==> src/rtl/rob_retire_buffer.sv <==
// Reorder buffer: in-order allocate, out-of-order writeback, in-order single retire, squash-after-slot flush.
// Optional macro ROB_FWD_BYPASS_EN bypasses a same-cycle accepted writeback into the operand lookups.
module rob_retire_buffer #(
  parameter int DEPTH  = 32,
  parameter int SLOT_W = 7
) (
  input  logic              clock,
  input  logic              reset,
  input  logic              alloc_req,
  input  logic [4:0]        alloc_dest_reg,
  input  logic              alloc_dest_reg_valid,
  input  logic              alloc_stream,
  output logic              alloc_ok,
  output logic [SLOT_W-1:0] alloc_slot,
  input  logic              wb_valid,
  input  logic [SLOT_W-1:0] wb_slot,
  input  logic              wb_stream,
  input  logic [31:0]       wb_result_hi,
  input  logic [31:0]       wb_result_lo,
  input  logic              wb_inval,
  input  logic [SLOT_W-1:0] fwd_A_slot,
  input  logic [SLOT_W-1:0] fwd_B_slot,
  output logic              fwd_A_ready,
  output logic              fwd_B_ready,
  output logic [31:0]       fwd_A_data,
  output logic [31:0]       fwd_B_data,
  input  logic              flush_valid,
  input  logic [SLOT_W-1:0] flush_slot,
  output logic              commit_valid,
  output logic [4:0]        commit_dest_reg,
  output logic              commit_dest_reg_valid,
  output logic [31:0]       commit_result_hi,
  output logic [31:0]       commit_result_lo,
  output logic              commit_stream,
  output logic [SLOT_W:0]   count
);
  localparam int PTR_W = (DEPTH > 1) ? $clog2(DEPTH) : 1;

  typedef struct packed {
    logic [4:0]  dest_reg;
    logic        dest_reg_valid;
    logic        stream;
    logic [31:0] result_hi;
    logic [31:0] result_lo;
  } rob_entry_t;

  rob_entry_t       entries [DEPTH];
  logic [DEPTH-1:0] pc_valid;
  logic [DEPTH-1:0] done;
  logic [PTR_W-1:0] head;
  logic [PTR_W-1:0] tail;
  logic [SLOT_W:0]  count_next;

  logic [PTR_W-1:0] wb_idx;
  logic [PTR_W-1:0] flush_idx;
  logic [PTR_W-1:0] flush_off;
  logic [PTR_W-1:0] fwd_a_idx;
  logic [PTR_W-1:0] fwd_b_idx;
  logic [DEPTH-1:0] squash;
  logic             alloc_fire;
  logic             retire;
  logic             wb_hit;

  assign wb_idx    = PTR_W'(wb_slot);
  assign flush_idx = PTR_W'(flush_slot);
  assign fwd_a_idx = PTR_W'(fwd_A_slot);
  assign fwd_b_idx = PTR_W'(fwd_B_slot);
  assign flush_off = flush_idx - head;

  assign alloc_ok   = (count != (SLOT_W+1)'(DEPTH));
  assign alloc_slot = SLOT_W'(tail);
  assign alloc_fire = alloc_req && alloc_ok && !flush_valid;

  assign commit_valid          = pc_valid[head] && done[head] && (count != '0);
  assign retire                = commit_valid;
  assign commit_dest_reg       = entries[head].dest_reg;
  assign commit_dest_reg_valid = commit_valid && entries[head].dest_reg_valid;
  assign commit_result_hi      = entries[head].result_hi;
  assign commit_result_lo      = entries[head].result_lo;
  assign commit_stream         = entries[head].stream;

  // Squashed: program-order offset from head lies after flush_slot and before the old tail.
  always_comb begin
    logic [PTR_W-1:0] off;
    off    = '0;
    squash = '0;
    for (int unsigned i = 0; i < DEPTH; i++) begin
      off       = PTR_W'(i) - head;
      squash[i] = flush_valid && (off > flush_off) && ((SLOT_W+1)'(off) < count);
    end
  end

  assign wb_hit = wb_valid && pc_valid[wb_idx] && (entries[wb_idx].stream == wb_stream)
                  && !squash[wb_idx];

  always_comb begin
    fwd_A_ready = pc_valid[fwd_a_idx] && done[fwd_a_idx];
    fwd_A_data  = entries[fwd_a_idx].result_lo;
    fwd_B_ready = pc_valid[fwd_b_idx] && done[fwd_b_idx];
    fwd_B_data  = entries[fwd_b_idx].result_lo;
`ifdef ROB_FWD_BYPASS_EN
    if (wb_hit && (wb_slot == fwd_A_slot)) begin
      fwd_A_ready = 1'b1;
      fwd_A_data  = wb_result_lo;
    end
    if (wb_hit && (wb_slot == fwd_B_slot)) begin
      fwd_B_ready = 1'b1;
      fwd_B_data  = wb_result_lo;
    end
`endif
  end

  // Flush redefines occupancy from head to flush_slot; a same-cycle retire still removes head.
  always_comb begin
    count_next = count;
    if (flush_valid)
      count_next = (SLOT_W+1)'(flush_off) + (SLOT_W+1)'(1);
    else if (alloc_fire)
      count_next = count + (SLOT_W+1)'(1);
    if (retire)
      count_next = count_next - (SLOT_W+1)'(1);
  end

  always_ff @(posedge clock) begin
    if (reset) begin
      head     <= '0;
      tail     <= '0;
      count    <= '0;
      pc_valid <= '0;
      done     <= '0;
    end else begin
      count <= count_next;
      if (flush_valid) begin
        pc_valid <= pc_valid & ~squash;
        done     <= done & ~squash;
        tail     <= flush_idx + PTR_W'(1);
      end
      if (wb_hit)
        done[wb_idx] <= 1'b1;
      if (alloc_fire) begin
        pc_valid[tail] <= 1'b1;
        done[tail]     <= 1'b0;
        tail           <= tail + PTR_W'(1);
      end
      if (retire) begin
        pc_valid[head] <= 1'b0;
        done[head]     <= 1'b0;
        head           <= head + PTR_W'(1);
      end
    end
  end

  always_ff @(posedge clock) begin
    if (wb_hit) begin
      entries[wb_idx].result_hi <= wb_result_hi;
      entries[wb_idx].result_lo <= wb_result_lo;
      if (wb_inval)
        entries[wb_idx].dest_reg_valid <= 1'b0;
    end
    if (alloc_fire) begin
      entries[tail].dest_reg       <= alloc_dest_reg;
      entries[tail].dest_reg_valid <= alloc_dest_reg_valid;
      entries[tail].stream         <= alloc_stream;
    end
  end
endmodule

==> config.mk <==
export PLATFORM = sky130hd
export DESIGN_NAME = rob_retire_buffer
export DESIGN_NICKNAME = d
export VERILOG_FILES = /design/src/rtl/rob_retire_buffer.sv
export SDC_FILE = /design/constraint.sdc
export NUM_CORES = 2
export LEC_CHECK = 0
export CAP_MARGIN = 40
export CORE_MARGIN = 2
export CORE_UTILIZATION = 30
export CTS_CLUSTER_SIZE = 30
export DETAILED_ROUTE_END_ITERATION = 6
export GPL_ROUTABILITY_DRIVEN = 0
export PLACE_DENSITY_LB_ADDON = 0.25
export RECOVER_POWER = 100
export REMOVE_ABC_BUFFERS = 1
export SLEW_MARGIN = 10
export SYNTH_ARGS = -nofsm -noshare
export SYNTH_HDL_FRONTEND = slang
export SYNTH_SLANG_ARGS = --single-unit
==> constraint.sdc <==
create_clock -name clock -period 14.4 [get_ports clock]
set_input_delay 4.32 -clock clock [delete_from_list [all_inputs] [get_ports clock]]
set_output_delay 4.32 -clock clock [all_outputs]
set_load 0.01 [all_outputs]
==> out/qor.yml <==
slowest_delay_ns: 1.67
p_seq_share_pct: 49.8
die_area_um2: 380000
critical_path.top_delay_family: "buffers and inverters"
synth_cells: 5534
overflow: 0
crit_top_cell: "mux4_2"
row_count: 224
max-clock-path-buffers: 4
yosysUniqueCellTypes: 92
grt_pass1_wl_mm: 514
ys_seq_area_share_pct: 62.2
regArea_um2: 70000
cts.repair.resized: 0
drt-wirelength-per-cell_um: 33.1
cellLeakagePower_nw: 38.7
power_frac_comb_pct: 5.7
hold_class: "register to register"
synth_top_area_cell: "edfxtp_1"
ant_nets: 0
cts_tree: "yes"
cts_setup_buffers: 0
cts.htree.levels: 5
total_power_mw: 15.1
fin_util_pct: 35.0
clkSinkCount: 2359
setup-violations-final: 0
wirelength_mm: 368
numCtsBuffers: 270
drc: 3
nFillCells: 34700
rsz0062_at_grt: "false"
synth-edff-count: 2272
ir_worst_vdd_mv: 0.0953
dr.pass1.iters: 7
fin_nets: 6157
switching_share_pct: 22.2
ys.flop_type: "edfxtp_1"
r2r_slack_ns: 4.70
cts.clk_slew.worst_paths_ns: 0.06
clock_latency_ns: 0.89
cts_hold_repair.buffers: 0
antenna_found_initial: 51
netlist.area_leader.share_pct: 60.7
die_h_um: 616
worstPathArrival_ns: 8.76
maxSlewViolCount: 812
viasPerCell: 5.59
violations: "DRC, capacitance limit, slew limit"
drive_gt1_share_pct: 33.9
multi_input_area_um2: 40500
skew_ns: 0.0593
whs_path_depth: 2
power.switching_mw: 3.37
pwr_density_cell_nw_per_um2: 116
grt_usage_pct: 19.1
slew_headroom_pct: -157
hp-start: "done[24]"
pwr-share-clk_pct: 44.4
core_um2: 373000
p_int_mw: 11.8
fin_crit_ns: 13.08
die-width_um: 616
min_to: "done[24]"
finalCritPeriodShare_pct: 90.8
worstPathRequired_ns: 10.08
async_reset_ff_share_pct: 0
end_kind: "primary output"
portBuffers: 249
path_class: "input port to primary output"
tightest_slew_ns: 3.85
crit_slowest_cell: "clkbuf_2"
rr_startpoint: "head[1]"
critPathBufInv: 3
r2r-end: "entries[17][46]"
synth_warnings: 0
worst-path-max-fanout: 64
initial_core_util_pct: 30.2
vias: 62100
dp_hpwl_mm: 210
io_pins: 260
grt_max_degree: 121
outcome: "finished, violations left"
crit_path_cell_trace: "clkbuf_2 > buf_4 > mux4_2 > mux4_2 > mux2_2 > clkdlybuf4s50_1"
reg2reg_depth: 18
syn_area_um2: 112000
cap_violations: 27
drtIter0Drc: 7074
synth_seq_cells: 2359
max_freq_mhz: 76.5
hold_viol: 0
first_global_vias: 64100
synthTopCellsByArea: "edfxtp_1, mux4_2, dfxtp_1"
syn_to_final_growth_pct: 16.0
syn_area_per_cell_um2: 20.3
cts-root-buf: "clkbuf_16"
cp-start-kind: "input port"
==> cell families (layout without fill, tap and decap cells) <==
group / count (synthesis) / after routing / synth area share [%]
AND/OR/NAND/NOR: 595 / 595 / 2.60
AO/OA/AOI/OAI: 350 / 350 / 2.15
buffers and inverters: 479 / 1070 / 1.65
other: 1 / 19 / 0.00334
XOR/XNOR: 56 / 56 / 0.462
adder cells (fa/ha/maj): 140 / 140 / 1.53
flip-flops: 2359 / 2359 / 62.2
multiplexers: 1554 / 1554 / 29.4
==> stage by stage <==
| stage | area, µm² | worst slack, ns | setup TNS [ns] | hold WS, ns | std cells |
|---|---|---|---|---|---|
| after floorplan | 111000 | -14.81 | -1039.10 | 0.427 | 5138 |
| after global placement | 122000 | 2.46 | 0 | 0.454 | 10500 |
| after detailed placement | 123000 | 2.45 | 0 | 0.447 | 10600 |
| after CTS | 131000 | 2.46 | 0 | 0.456 | 11100 |
| after global routing | 130000 | 1.21 | 0 | 0.492 | 11100 |
| final | 130000 | 1.32 | 0 | 0.458 | 11100 |
==> cell usage in the layout, fill, tap and decap left out, types with 60 or more instances in the layout <==
master and instances:
a21oi_1 96, buf_4 77, clkbuf_1 181, clkbuf_16 276, clkdlybuf4s50_1 61, clkinv_1 60
dfxtp_1 83, dlygate4sd3_1 175, edfxtp_1 2272, ha_1 124, inv_1 61, mux2_2 125
mux4_2 1381, nand2_1 166, nor2_1 146
==> how the worst max path moves through the flow <==
stage	from	end	slack, ns	cells past startpoint
after floorplan	register	commit_dest_reg_valid	-14.81	4
after global placement	fwd_B_slot[0]	fwd_B_data[11]	2.46	6
after detailed placement	fwd_B_slot[0]	fwd_B_data[11]	2.45	6
after CTS	fwd_B_slot[0]	fwd_B_data[11]	2.46	6
after global routing	flush_slot[0]	entries[31][38]	1.21	20
final	fwd_B_slot[1]	fwd_B_data[17]	1.32	6
==> final cells by class <==
| class | count | share of cell area (%) |
|---|---|---|
| clock buffers | 332 | 5.48 |
| inverters | 82 | 0.284 |
| diodes | 17 | 0.0326 |
| flip-flops and latches | 2359 | 53.7 |
| repair buffers | 516 | 3.68 |
| clock inverters | 140 | 1.02 |
| well taps | 4972 | 4.77 |
| multi-input cells | 2697 | 31.1 |
==> Yosys cell counts, types with 11 or more instances <==
master and instances:
buf_2 20, nand3_1 40, a31oi_1 11, o221ai_1 12
ha_1 124, mux4_2 1381, o21a_1 11, o21ai_0 45
mux2_2 136, inv_1 77, clkbuf_1 261, xor2_1 14
or2_2 13, dfxtp_1 87, edfxtp_1 2272, o211ai_1 11
nand2_1 166, or3_1 27, nand2b_1 12, nor2_1 147
mux2i_1 37, o22ai_1 40, buf_1 109, a21oi_1 94
nor2b_1 12, nor3_1 47, a211oi_1 13, and2_1 40
maj3_1 15, nand4_1 31, xnor2_1 39
==> routing by layer <==
layer / track usage, % / wire [µm] / up-vias / part of all wire (%)
met5: 0 / 116 / - / 0.031
met4: 6.01 / 12700 / 16 / 3.4
met3: 3.05 / 24000 / 644 / 6.5
met2: 31.9 / 181000 / 2505 / 49
met1: 25.6 / 151000 / 34000 / 41
li1: - / - / 24900 / -
==> power by group through the flow <==
stage	clock, mW	combinational [mW]	sequential, mW
after floorplan	0	0.390	7.69
after global placement	0	0.871	7.69
after detailed placement	0	0.905	7.69
after CTS	6.87	0.907	7.54
after global routing	7.12	0.922	7.54
final	6.73	0.867	7.55
==> worst reg2reg max path: stages, from the launching register on <==
cell and delay [ns]:
dfxtp_1 0.86, inv_1 0.22, buf_4 0.27, ha_1 0.30, and3b_1 0.19, o21a_1 0.29
nor2_1 0.43, inv_1 0.51, ha_1 0.48, nor2b_1 0.14, and3_1 0.19, a21oi_1 0.26
maj3_1 0.24, o2111ai_1 0.11, a31o_1 0.34, o311a_1 0.57, nand4_1 0.28, clkinvlp_2 2.54
buf_12 1.09
==> flip-flops by register name (all words and copies together), names as in the netlist, named ones only <==
signal    flops
head          5
count         8
pc_valid     32
done         32
tail          5
entries    2272
No activity file was read; power rests on OpenSTA's default activity.
